[src/rtl/tone_sequencer.sv]
// Multi-voice square-wave melody player: fetches {last, duration, half-periods}
// entries from a synchronous note ROM and streams the mixed sample to a codec.
module tone_sequencer #(
    parameter int NUM_CH    = 2,
    parameter int ADDR_W    = 8,
    parameter int HALF_W    = 19,
    parameter int DUR_W     = 24,
    parameter int SAMPLE_W  = 32,
    parameter int AMPLITUDE = 10000000
) (
    input  logic                               rate_divider_clock,
    input  logic                               reset,
    input  logic                               start,
    input  logic                               stop,
    input  logic                               loop_en,
    input  logic [ADDR_W-1:0]                  base_addr,
    output logic [ADDR_W-1:0]                  rom_addr,
    input  logic [DUR_W+NUM_CH*HALF_W:0]       rom_q,
    input  logic                               audio_out_allowed,
    output logic                               write_audio_out,
    output logic signed [SAMPLE_W-1:0]         left_sample,
    output logic signed [SAMPLE_W-1:0]         right_sample,
    output logic                               busy,
    output logic                               done,
    output logic [2:0]                         state_dbg
);

    typedef enum logic [2:0] {
        IDLE  = 3'd0,
        FETCH = 3'd1,
        WAIT  = 3'd2,
        PLAY  = 3'd3,
        DONE  = 3'd4
    } state_t;

    localparam logic signed [SAMPLE_W-1:0] AMP = SAMPLE_W'(AMPLITUDE);
    localparam longint MIX_PEAK  = longint'(NUM_CH) * longint'(AMPLITUDE);
    localparam longint MIX_LIMIT = 64'sd1 <<< (SAMPLE_W - 1);

    // The mixer does not saturate, so the worst-case sum must fit the sample.
    generate
        if (MIX_PEAK >= MIX_LIMIT) begin : g_mix_range
            $error("tone_sequencer: NUM_CH*AMPLITUDE overflows SAMPLE_W");
        end
    endgenerate

    state_t state_q, state_d;

    logic [HALF_W-1:0]          half_q [NUM_CH];
    logic [HALF_W-1:0]          cnt_q  [NUM_CH];
    logic [HALF_W-1:0]          cnt_d  [NUM_CH];
    logic [NUM_CH-1:0]          neg_q, neg_d;
    logic                       last_q;
    logic [DUR_W-1:0]           dur_q;
    logic signed [SAMPLE_W-1:0] sample_q, play_mix, load_mix;

    logic                       rom_last;
    logic [DUR_W-1:0]           rom_dur;
    logic                       dur_end;

    assign rom_last = rom_q[DUR_W+NUM_CH*HALF_W];
    assign rom_dur  = rom_q[DUR_W+NUM_CH*HALF_W-1 -: DUR_W];
    assign dur_end  = (dur_q == DUR_W'(1));

    always_ff @(posedge rate_divider_clock) begin
        if (reset) state_q <= IDLE;
        else       state_q <= state_d;
    end

    always_comb begin
        state_d = state_q;
        case (state_q)
            IDLE:    if (start) state_d = FETCH;
            FETCH:   state_d = WAIT;
            WAIT:    state_d = PLAY;
            PLAY: begin
                if (dur_end) begin
                    if (!last_q || loop_en) state_d = FETCH;
                    else                    state_d = DONE;
                end
            end
            DONE:    state_d = IDLE;
            default: state_d = IDLE;
        endcase
        if (stop) state_d = IDLE;
    end

    // Next tone state per voice; the sample register is loaded from the
    // post-update phases so each sample lines up with its write strobe.
    always_comb begin
        play_mix = '0;
        load_mix = '0;
        for (int i = 0; i < NUM_CH; i++) begin
            cnt_d[i] = cnt_q[i];
            neg_d[i] = neg_q[i];
            if (half_q[i] != '0) begin
                if (cnt_q[i] == half_q[i] - HALF_W'(1)) begin
                    cnt_d[i] = '0;
                    neg_d[i] = ~neg_q[i];
                end else begin
                    cnt_d[i] = cnt_q[i] + HALF_W'(1);
                end
                play_mix = neg_d[i] ? (play_mix - AMP) : (play_mix + AMP);
            end
            if (rom_q[i*HALF_W +: HALF_W] != '0) load_mix = load_mix + AMP;
        end
    end

    always_ff @(posedge rate_divider_clock) begin
        if (reset) begin
            rom_addr <= '0;
            sample_q <= '0;
            last_q   <= 1'b0;
            dur_q    <= '0;
            neg_q    <= '0;
            for (int i = 0; i < NUM_CH; i++) begin
                half_q[i] <= '0;
                cnt_q[i]  <= '0;
            end
        end else if (stop) begin
            sample_q <= '0;
        end else begin
            case (state_q)
                IDLE: begin
                    if (start) rom_addr <= base_addr;
                end
                WAIT: begin
                    last_q   <= rom_last;
                    dur_q    <= (rom_dur == '0) ? DUR_W'(1) : rom_dur;
                    neg_q    <= '0;
                    sample_q <= load_mix;
                    for (int i = 0; i < NUM_CH; i++) begin
                        half_q[i] <= rom_q[i*HALF_W +: HALF_W];
                        cnt_q[i]  <= '0;
                    end
                end
                PLAY: begin
                    neg_q    <= neg_d;
                    sample_q <= play_mix;
                    for (int i = 0; i < NUM_CH; i++) cnt_q[i] <= cnt_d[i];
                    if (dur_end) begin
                        if (!last_q)      rom_addr <= rom_addr + ADDR_W'(1);
                        else if (loop_en) rom_addr <= base_addr;
                    end else begin
                        dur_q <= dur_q - DUR_W'(1);
                    end
                end
                default: ;
            endcase
        end
    end

    assign write_audio_out = (state_q == PLAY) && audio_out_allowed;
    assign left_sample     = sample_q;
    assign right_sample    = sample_q;
    assign busy            = (state_q != IDLE);
    assign done            = (state_q == DONE);
    assign state_dbg       = state_q;

endmodule

[config.mk]
export PLATFORM = sky130hd
export DESIGN_NAME = tone_sequencer
export DESIGN_NICKNAME = d
export VERILOG_FILES = /design/src/rtl/tone_sequencer.sv
export SDC_FILE = /design/constraint.sdc
export NUM_CORES = 1
export LEC_CHECK = 0
export ABC_CLOCK_PERIOD_IN_PS = 5100
export BUFFER_PORTS_ARGS = -buffer_cell sky130_fd_sc_hd__buf_2
export CORE_MARGIN = 4
export CORE_UTILIZATION = 35
export CTS_CLUSTER_SIZE = 30
export DETAILED_ROUTE_END_ITERATION = 8
export PLACE_DENSITY = 0.58
export SKIP_LAST_GASP = 1
export SLEW_MARGIN = 25
export SYNTH_ARGS = -nofsm -noshare
export SYNTH_HDL_FRONTEND = slang
export SYNTH_SLANG_ARGS = --single-unit
[constraint.sdc]
create_clock -name rate_divider_clock -period 5.1 [get_ports rate_divider_clock]
set_input_delay 0.51 -clock rate_divider_clock [delete_from_list [all_inputs] [get_ports rate_divider_clock]]
set_output_delay 0.51 -clock rate_divider_clock [all_outputs]
set_load 0.02 [all_outputs]
==> results.json <==
{
  "status": "completed",
  "final_max_slew_viol_count": 0,
  "syn_area_per_cell_um2": 8.58,
  "crit_family": "compound AO/OA/AOI/OAI gates",
  "max_stage_delay_ps": 620,
  "gp_congestion": 0.838,
  "slowest_stage": "or4b_2",
  "synth_edf_count": 76,
  "dieArea_um2": 28200,
  "dp_hpwl_um": 17500,
  "internal_power_uw": 2010,
  "antenna_found_initial": 1,
  "holdBufCountCts": 0,
  "wl_met2_um": 11100,
  "layout_commonest_cell": "buf_2",
  "cts_tree": "done",
  "grt_pass1_wl_um": 38700,
  "swShare": 0.270,
  "htreeDepth": 4,
  "cp_num_buf_inv": 1,
  "dieHeight_um": 168,
  "grt_pass1_vias": 7360,
  "path_cells": "inv_1 -> ha_1 -> or4b_2 -> or3_1 -> o31ai_1 -> o21ai_0 -> a2111oi_2 -> o221ai_2 -> xnor2_2 -> fa_1 -> fa_1 -> xor2_1 -> and3_1 -> a21oi_1 -> nand2_1 -> o21ai_0 -> o22ai_2",
  "drv_cap": 0,
  "finalSetupViolCount": 0,
  "holdCritPathClass": "in -> reg",
  "routed_wl_um": 24000,
  "cts_sinks": 139,
  "async_flop_share": 0,
  "drt-pass1-iter-count": 5,
  "comb_power_share": 0.092,
  "endpoint_kind": "register",
  "fin_skew_ps": 12.6,
  "start_util": 0.356,
  "path_class": "reg -> reg",
  "place_area_um2": 9740,
  "synth_warnings": 0,
  "cp-start-kind": "register",
  "yosys_most_used_dff": "edfxtp_1",
  "grt_overflow": 0,
  "viasPerCell": 5.28,
  "worst_pin_slew_ps": 950,
  "wl_met1_um": 11500,
  "areaGrowthSynthToFinish_pct": 15.5,
  "relSlewSlack": 0.366,
  "setup-tns-final_ps": 0,
  "timing.fmax_ghz": 0.214,
  "die_w_um": 168,
  "final_hold_viol_count": 0,
  "synth.distinct_cells": 74,
  "gr-usage-all-layers": 0.167,
  "cp_max_fo": 7,
  "layout-drive-gt1-share": 0.196,
  "clk_latency_ps": 430,
  "seqPwrFrac": 0.459,
  "cts_buffer_depth": 2,
  "switchingPower_uw": 744,
  "power_density_nw_per_um2": 266,
  "drt_first_iter_violations": 482,
  "coreArea_um2": 25200,
  "path_clk_slew_ps": 70,
  "arrival_ps": 4980,
  "power_uw": 2750,
  "synth_area_um2": 8960,
  "final_antenna_net_count": 0,
  "syn_inst": 1044,
  "grt_max_degree": 41,
  "cts_buffers": 17,
  "critPathRequiredTime_ps": 5410,
  "num_vias": 7847,
  "wl_met3_um": 1150,
  "num_io_pins": 155,
  "fin_nets": 1232,
  "wl_per_cell_um": 16.2,
  "most-common-layout-cells": "buf_2, nor2_1, nand2_1",
  "fin_crit_sh": 0.917,
  "synth-seq-cells": 139,
  "fin_util": 0.411,
  "rsz0062_at_grt": "no",
  "dr.max_layer_used": "met5",
  "drc": 0,
  "p_leak_uw": 0.00389,
  "peakVddDrop_mv": 0.165,
  "root_buffer": "clkbuf_16",
  "clkPwrFrac": 0.449,
  "yosysSeqAreaShare": 0.396,
  "fin_crit_ps": 4680,
  "rows": 58,
  "io_buffers": 140,
  "final_area_um2": 10300
}
==> power by group through the flow <==
| stage | combinational [uW] | sequential, uW | clock, uW |
|---|---|---|---|
| 2_1_floorplan | 181 | 1270 | 0 |
| 3_3_place_gp | 251 | 1290 | 0 |
| 3_5_place_dp | 252 | 1280 | 0 |
| 4_1_cts | 253 | 1260 | 1260 |
| 5_1_grt | 283 | 1270 | 1310 |
| 6_report | 253 | 1260 | 1240 |
==> path summary, 6_finish.rpt <==
path | from | endpoint | slack, ps | cells after the start
setup reg to reg | half_q[0][19] | left_sample[11] | 420 | 17
setup / recovery | half_q[0][19] | left_sample[11] | 420 | 17
hold / removal | rom_q[62] | last_q | 330 | 3
hold reg to reg | left_sample[22] | left_sample[22] | 490 | 2
==> tightest hold or removal path, delay by kind of cell <==
family | cells | cell delay, ps
buffers and inverters | 1 | 80
AND/OR/NAND/NOR | 1 | 70
multiplexers | 1 | 50
==> repair_timing <==
| action | in CTS | in global routing |
|---|---|---|
| buffers inserted | 0 | 0 |
| gates resized for setup | 0 | 6 |
| endpoints found under the setup margin | 0 | 22 |
==> layer usage <==
| layer | global-route usage | vias to the layer above |
|---|---|---|
| met5 | 0 | - |
| met4 | 0.0430 | 2 |
| met3 | 0.0364 | 23 |
| met2 | 0.268 | 170 |
| met1 | 0.231 | 3711 |
| li1 | - | 3941 |
==> kinds of logic after synthesis <==
group / share of synthesized area
buf+inv: 0.0693
flops: 0.396
other cells: 0.000419
fa+ha+maj: 0.0212
xor+xnor: 0.0772
mux: 0.00573
compound gates: 0.167
simple gates: 0.263
==> cells in the mapped netlist, types with 3 or more instances <==
cell type / instances / area, um^2
nor4_1: 28 / 175
nand4_1: 12 / 75.1
or2_2: 7 / 43.8
dfxtp_1: 63 / 1260
nor2_1: 112 / 420
nand3b_1: 5 / 37.5
buf_2: 4 / 20.0
and2_1: 46 / 288
nand2_1: 87 / 327
nor2b_1: 10 / 62.6
xor2_1: 31 / 272
o22ai_1: 9 / 56.3
a211oi_1: 12 / 90.1
and4_1: 6 / 52.6
a31o_2: 6 / 52.6
o31ai_1: 11 / 82.6
ha_1: 12 / 150
or3_1: 17 / 106
buf_4: 40 / 300
a22oi_1: 6 / 45.0
o32ai_1: 4 / 35.0
a21o_1: 4 / 30.0
a41oi_1: 5 / 43.8
and3_1: 22 / 138
or4_1: 8 / 60.1
mux2i_1: 4 / 40.0
clkbuf_1: 46 / 173
nand2b_1: 11 / 68.8
nand4b_1: 3 / 26.3
nand3_1: 27 / 135
nor4_2: 3 / 37.5
inv_1: 27 / 101
nor3_1: 28 / 140
edfxtp_1: 76 / 2280
a31oi_1: 19 / 119
o21ai_0: 58 / 290
a21oi_1: 67 / 335
o211ai_1: 4 / 30.0
a21boi_0: 3 / 22.5
nor3b_1: 6 / 45.0
o311ai_0: 4 / 35.0
xnor2_1: 48 / 420
==> flip-flops by register name, summed over array words and instances (netlist names) <==
signal	cells
rom_addr	8
left_sample	25
state_dbg	3
cnt_q	38
half_q	38
dur_q	24
neg_q	2
last_q	1
==> final cells by class <==
cell class	count	area, um^2
Fill cell	2527	14800
Multi-Input combinational cell	799	4880
Sequential cell	139	3540
Timing Repair Buffer	157	828
Clock buffer	17	425
Tap cell	330	413
Clock inverter	15	156
Inverter	27	101
Antenna cell	1	2.50
==> stage by stage <==
stage	setup WS (ps)	hold WS, ps	std cells
final	424	329	1485
after global routing	55.9	325	1484
after CTS	15.7	315	1484
after detailed placement	36.9	477	1452
after global placement	121	478	1452
after floorplan	475	458	1057
Power figures use the tool's default switching activity.
